## src/rtl/fetch_redirect_controller.sv

```systemverilog
// Fetch PC sequencer: chooses trap, mispredict, held redirect, prediction or PC+4 and flushes decode/execute.
// Optional macro FETCH_MISALIGN_CHECK_EN rejects misaligned targets instead of masking their low bits.
module fetch_redirect_controller #(
    parameter logic [31:0] RESET_VECTOR = 32'h0000_0000,
    parameter int          ALIGN_BITS   = 2
) (
    input  logic        clk,
    input  logic        rst,
    input  logic        stall_fetch,
    input  logic        imem_ready,
    input  logic        trap_req,
    input  logic [31:0] trap_target,
    input  logic        mispredict_req,
    input  logic [31:0] mispredict_target,
    input  logic        predict_valid,
    input  logic [31:0] predict_target,
    output logic [31:0] pc,
    output logic        pc_valid,
    output logic        clear_decoding_stage,
    output logic        clear_execution_stage,
    output logic        redirect_pending,
    output logic        fetch_misaligned,
    output logic [1:0]  state
);

    localparam logic [1:0] BOOT = 2'd0;
    localparam logic [1:0] RUN  = 2'd1;
    localparam logic [1:0] WAIT = 2'd2;

    localparam logic [31:0] ALIGN_MASK = ~((32'd1 << ALIGN_BITS) - 32'd1);

    logic [31:0] pend_target;
    logic        pend_trap;

    logic        new_req;
    logic        take_pend;
    logic        redir_valid;
    logic [31:0] redir_target;
    logic        redir_is_trap;
    logic        redir_bad;
    logic        pred_bad;
    logic [31:0] redir_use;
    logic [31:0] pred_use;

    // Handshake: a fetch is offered whenever pc_valid=1 and completes on a cycle with imem_ready=1;
    // pc only moves on such a cycle (or never, while a redirect is held in WAIT).
    assign pc_valid              = (state != BOOT);
    assign clear_decoding_stage  = ~rst & (trap_req | mispredict_req);
    assign clear_execution_stage = ~rst & (trap_req | mispredict_req);

    always_comb begin
        new_req       = trap_req | mispredict_req;
        // A held trap outranks a fresh mispredict; a fresh trap outranks anything held.
        take_pend     = redirect_pending && (pend_trap ? !trap_req : !new_req);
        redir_valid   = new_req | redirect_pending;
        redir_target  = take_pend ? pend_target : (trap_req ? trap_target : mispredict_target);
        redir_is_trap = take_pend ? pend_trap : trap_req;
`ifdef FETCH_MISALIGN_CHECK_EN
        redir_bad     = |(redir_target & ~ALIGN_MASK);
        pred_bad      = |(predict_target & ~ALIGN_MASK);
        redir_use     = redir_target;
        pred_use      = predict_target;
`else
        redir_bad     = 1'b0;
        pred_bad      = 1'b0;
        redir_use     = redir_target & ALIGN_MASK;
        pred_use      = predict_target & ALIGN_MASK;
`endif
    end

    always_ff @(posedge clk or posedge rst) begin
        if (rst) begin
            pc               <= RESET_VECTOR;
            state            <= BOOT;
            redirect_pending <= 1'b0;
            pend_target      <= 32'd0;
            pend_trap        <= 1'b0;
            fetch_misaligned <= 1'b0;
        end else begin
            fetch_misaligned <= 1'b0;
            if (redir_valid) begin
                if (redir_bad) begin
                    fetch_misaligned <= 1'b1;
                    redirect_pending <= 1'b0;
                    state            <= RUN;
                end else if (imem_ready) begin
                    pc               <= redir_use;
                    redirect_pending <= 1'b0;
                    state            <= RUN;
                end else begin
                    pend_target      <= redir_target;
                    pend_trap        <= redir_is_trap;
                    redirect_pending <= 1'b1;
                    state            <= WAIT;
                end
            end else if (state == BOOT) begin
                state <= RUN;
            end else if (state == RUN && imem_ready && !stall_fetch) begin
                if (predict_valid && pred_bad) begin
                    fetch_misaligned <= 1'b1;
                end else if (predict_valid) begin
                    pc <= pred_use;
                end else begin
                    pc <= pc + 32'd4;
                end
            end
        end
    end

endmodule
```

## config.mk

```make
export PLATFORM = sky130hd
export DESIGN_NAME = fetch_redirect_controller
export DESIGN_NICKNAME = d
export VERILOG_FILES = /design/src/rtl/fetch_redirect_controller.sv
export SDC_FILE = /design/constraint.sdc
export NUM_CORES = 1
export LEC_CHECK = 0
export ABC_AREA = 0
export CORE_MARGIN = 2
export CORE_UTILIZATION = 50
export CTS_CLUSTER_DIAMETER = 50
export DETAILED_ROUTE_END_ITERATION = 8
export PLACE_DENSITY = 0.94
export SLEW_MARGIN = 20
export SYNTH_ARGS = -nofsm -noshare
export SYNTH_HDL_FRONTEND = slang
export SYNTH_SLANG_ARGS = --single-unit
```

## constraint.sdc

```tcl
create_clock -name clk -period 3.8 [get_ports clk]
set_input_delay 0.76 -clock clk [delete_from_list [all_inputs] [get_ports clk]]
set_output_delay 0.76 -clock clk [all_outputs]
set_load 0.01 [all_outputs]
```

---- Word-level counts from Yosys, hierarchy flattened ----
Index checks and enable logic that the tools add are counted.
cells by class
  add/sub/neg operators ................... 1
  equality and inequality tests ........... 3
  mux-type cells .......................... 12
  bitwise gates (word level) .............. 6
  reduce and logical (&&, ||, !) cells .... 13
operator list
  cell                                                                   count
  32-bit two-way mux                                                     7
  32-bit by 3-bit adder with 32-bit output, second input constant        1
  2-bit two-way mux                                                      3
  3-bit AND reduction                                                    2
  2-bit nonzero test                                                     3
  2-bit inequality test, second input constant                           2
  1-bit logical AND                                                      3
  1-bit zero test                                                        3
  1-bit NOT                                                              3
  2-bit by 1-bit equality test with 1-bit output, second input constant  1
  2-bit zero test                                                        1
  1-bit two-way mux                                                      2
  1-bit OR                                                               2
  2-bit AND reduction                                                    1
  1-bit bitwise AND                                                      1
word-level totals
  flip-flop bits (word level) ............. 68
  input port bits ......................... 103
  logic and storage cells ................. 41

---- Longest topological paths before layout ----
  word-level depth ........................ 7
  depth in mapped cells ................... 9
  gate-level depth less buffers ........... 6

---- Worst setup path before layout ----
Ideal clock, no wire load.
  path kind ............................... input -> output
  start ................................... input trap_req
  end ..................................... output clear_execution_stage
  arrival ................................. 1.938 ns
  required time ........................... 3.040 ns
  setup slack ............................. 1.102 ns
  stages on the path ...................... 6
  path buffers ............................ 4
  cell sequence ........................... buf_2 -> buf_2 -> buf_2 -> nor2_1 -> nor2_1 -> buf_4
on the way
  word-level cells in the longest chain between the ends .. 2
ends and longest elaborated chain
  item               RTL line  RTL
  from (decl)        11        input logic trap_req,
  1-bit OR           n/a
  1-bit bitwise AND  n/a
  to (decl)          20        output logic clear_execution_stage,
Every way passes these cells.

---- Worst setup path after layout ----
  start ................................... input mispredict_req
  end ..................................... register pc[12]
on the way
  word-level cells in the longest chain between the ends .. 7
ends and longest elaborated chain
  item                  RTL line  RTL
  from (decl)           13        input logic mispredict_req,
  1-bit OR (*)          52        new_req = trap_req | mispredict_req;
  1-bit zero test       54        take_pend = redirect_pending && (pend_trap ? !trap_req : !new_req);
  1-bit two-way mux     54
  1-bit logical AND     54
  32-bit two-way mux    56        redir_target = take_pend ? pend_target : (trap_req ? trap_target : mispredict_target);
  32-bit two-way mux    86        end else if (imem_ready) begin
  32-bit two-way mux    81        if (redir_valid) begin
  to (signal assigned)  87        pc <= redir_use;
  to (signal assigned)  102       pc <= pred_use;
  to (signal assigned)  104       pc <= pc + 32'd4;
  to (decl)             17        output logic [31:0] pc,
Every way passes the cells marked *; elsewhere a longest branch is shown, timed or not. The select of a mux whose other input is x is not followed.
A chain may end at the register's enable or synchronous reset.

==> results.sh <==
export IMPL_setup_slack_ns=0.683
export IMPL_antenna_cells=0
export IMPL_path_cells="clkdlybuf4s50_1 -> nand2b_1 -> and2_1 -> o21ai_0 -> a2111oi_0 -> nor3_1"
export IMPL_setup_violations=0
export IMPL_die_width_um=95.8
export IMPL_ys_types=61
export IMPL_ys_ff_latch=64
export IMPL_fin_area_um2=5820
export IMPL_p_clk_share_pct=27.8
export IMPL_grt_total_usage_pct=29.4
export IMPL_cts_setup_buffers=0
export IMPL_layout_commonest_cell="clkdlybuf4s50_1"
export IMPL_final_util_pct=71.1
export IMPL_globalplace_congestion=0.908
export IMPL_crit_fanout=16
export IMPL_clk_pin_slew_ns=0.07
export IMPL_r2r_worst_path_cells=6
export IMPL_seq_power_share_pct=41.9
export IMPL_grt_setup_unrepaired="false"
export IMPL_start_kind="primary input"
export IMPL_cts_max_path_buffers=2
export IMPL_wl_met2_um=6490
export IMPL_coreArea_um2=8180
export IMPL_io_buffers=132
export IMPL_final_max_slew_viol_count=0
export IMPL_setup_worst_path_end_class="flop"
export IMPL_drt_iter0_markers=363
export IMPL_place_area_um2=5610
export IMPL_slowest_stage="clkdlybuf4s50_1"
export IMPL_grt_pass1_wl_um=20900
export IMPL_timing_slew_headroom_pct=47.9
export IMPL_leakage_nw=2.36
export IMPL_ir_drop_v=0.000234
export IMPL_drc_errors=0
export IMPL_ctsHtreeMaxLevel=3
export IMPL_p_switching_mw=0.729
export IMPL_period_share_pct=82.0
export IMPL_cts_tree="done"
export IMPL_rr_startpoint="redirect_pending"
export IMPL_switching_share_pct=33.0
export IMPL_cts_sinks=64
export IMPL_drive_gt1_share_pct=8.10
export IMPL_postSynthCellCount=493
export IMPL_ys_seq_area_share_pct=38.0
export IMPL_setup_tns_final_ns=0
export IMPL_arrival_ns=3.35
export IMPL_wl_met1_um=5370
export IMPL_avgSynthCellArea_um2=8.55
export IMPL_grt_max_degree=35
export IMPL_fin_cells=722
export IMPL_power_density_nw_per_um2=380
export IMPL_async_flop_share_pct=100
export IMPL_maxCapViolCount=0
export IMPL_grt_pass1_vias=4307
export IMPL_clock_latency_ns=0.36
export IMPL_wl_per_cell_um=18.3
export IMPL_yosysWarnings=0
export IMPL_area_growth_pct=38.0
export IMPL_first_pass_iters=7
export IMPL_min_delay_start="pend_target[21]"
export IMPL_crit_required_ns=4.03
export IMPL_fin_nets=716
export IMPL_syn_area_um2=4210
export IMPL_ios=142
export IMPL_die_area_um2=9180
export IMPL_outcome="completed"
export IMPL_numCtsBuffers=9
export IMPL_rows=33
export IMPL_combPwrFrac_pct=30.3
export IMPL_hpwl_um=9740
export IMPL_wirelength_um=13200
export IMPL_tightest_slew_ns=0.778
export IMPL_hold_path_class="flop to flop"
export IMPL_antenna_found_initial=0
export IMPL_cp_startpoint="mispredict_req"
export IMPL_top_layer_used="met4"
export IMPL_fin_skew_ns=0.00903
export IMPL_wl_met3_um=1090
export IMPL_cts_resized_gates=0
export IMPL_antenna_left=0
export IMPL_ys_flop_type="dfrtp_1"
export IMPL_hold_depth=2
export IMPL_finalHoldViolations=0
export IMPL_overflow=0
export IMPL_initial_core_util_pct=51.5
export IMPL_period_needed_ns=3.12
export IMPL_synth_edf_count=0
export IMPL_cts_root_buffer="clkbuf_8"
export IMPL_critPathKind="primary input to flop"
export IMPL_place_inst=706
export IMPL_hold_buffers=0
export IMPL_dpl_worst_slack_ns=0.481
export IMPL_final_cell_mix="clkdlybuf4s50_1 (131), dfrtp_1 (64), nand2_1 (62), o21ai_0 (46), a21oi_1 (40)"
export IMPL_via_count=4518
export IMPL_fmax_mhz=321
export IMPL_fp_dieH_um=95.8
export IMPL_slowest_delay_ns=0.65
export IMPL_p_int_mw=1.48
export IMPL_via_per_inst=6.26
## power by group through the flow
stage          Sequential, mW  Combinational, mW  Clock, mW
6_report                0.927              0.671      0.614
5_1_grt                 0.941              0.727      0.644
3_3_place_gp            0.926              0.641          0
2_1_floorplan           0.931              0.329          0
3_5_place_dp            0.934              0.661          0
4_1_cts                 0.923              0.666      0.610
## cell families (layout without fill, tap and decap cells)
kind of cell,Yosys count,count (layout),share of synthesized area [%]
compound gates,162,162,24.9
simple gates,159,159,18.8
flops,64,64,38.0
buf+inv,51,173,5.20
mux,37,37,8.91
xor+xnor,18,18,3.74
fa+ha+maj,1,1,0.297
other cells,1,3,0.0890
## layout make-up
type,count,area (µm²)
clock buffers,11,151
clock inverters,5,55.1
fillers,581,2360
inverters,9,33.8
multi-input cells,380,2410
flip-flops and latches,64,1600
well taps,105,131
repair buffers,148,1440
## metrics by stage
step / power, mW / hold slack [ns]
floorplan: 1.26 / 0.445
global placement: 1.57 / 0.461
detailed placement: 1.59 / 0.471
CTS: 2.20 / 0.487
global route: 2.31 / 0.508
finish: 2.21 / 0.488
## Yosys cell counts, types with 9 or more instances
| cell | number | area share [%] |
|---|---|---|
| o21ai_0 | 46 | 5.5 |
| nor2_1 | 30 | 2.7 |
| nand3_1 | 20 | 2.4 |
| nand2_1 | 62 | 5.5 |
| o211ai_1 | 9 | 1.6 |
| xnor2_1 | 14 | 2.9 |
| inv_1 | 9 | 0.80 |
| dfrtp_1 | 64 | 38 |
| a21oi_1 | 40 | 4.8 |
| mux2i_1 | 33 | 7.8 |
| clkbuf_1 | 27 | 2.4 |
| buf_2 | 9 | 1.1 |
## state kept, by name, summed over array words and instances, names as in the netlist
register and flops:
pend_target 30, pend_trap 1, redirect_pending 1, pc 30, state 2
## worst max-delay path: cells and delay by family
kind                   cells  cell delay [ns]
buffers and inverters      1             0.65
and+or+nand+nor            3             1.13
AOI/OAI and AO/OA          2             0.80
## layer usage
metal  track usage, %  up-vias
met4             10.2        0
met5                0        -
met1             39.7     2139
met3             5.56       28
met2             47.6      285
li1                 -     2066
## final timing paths
kind / end / slack [ns]
min: pend_target[21] / 0.49
min in group asynchronous: pend_target[12] / 0.70
max: pc[12] / 0.68
max in group asynchronous: pc[14] / 2.38
min reg2reg: pend_target[21] / 0.49
max reg2reg: pc[12] / 1.26
Note: power is estimated with default switching activity, not from simulation.
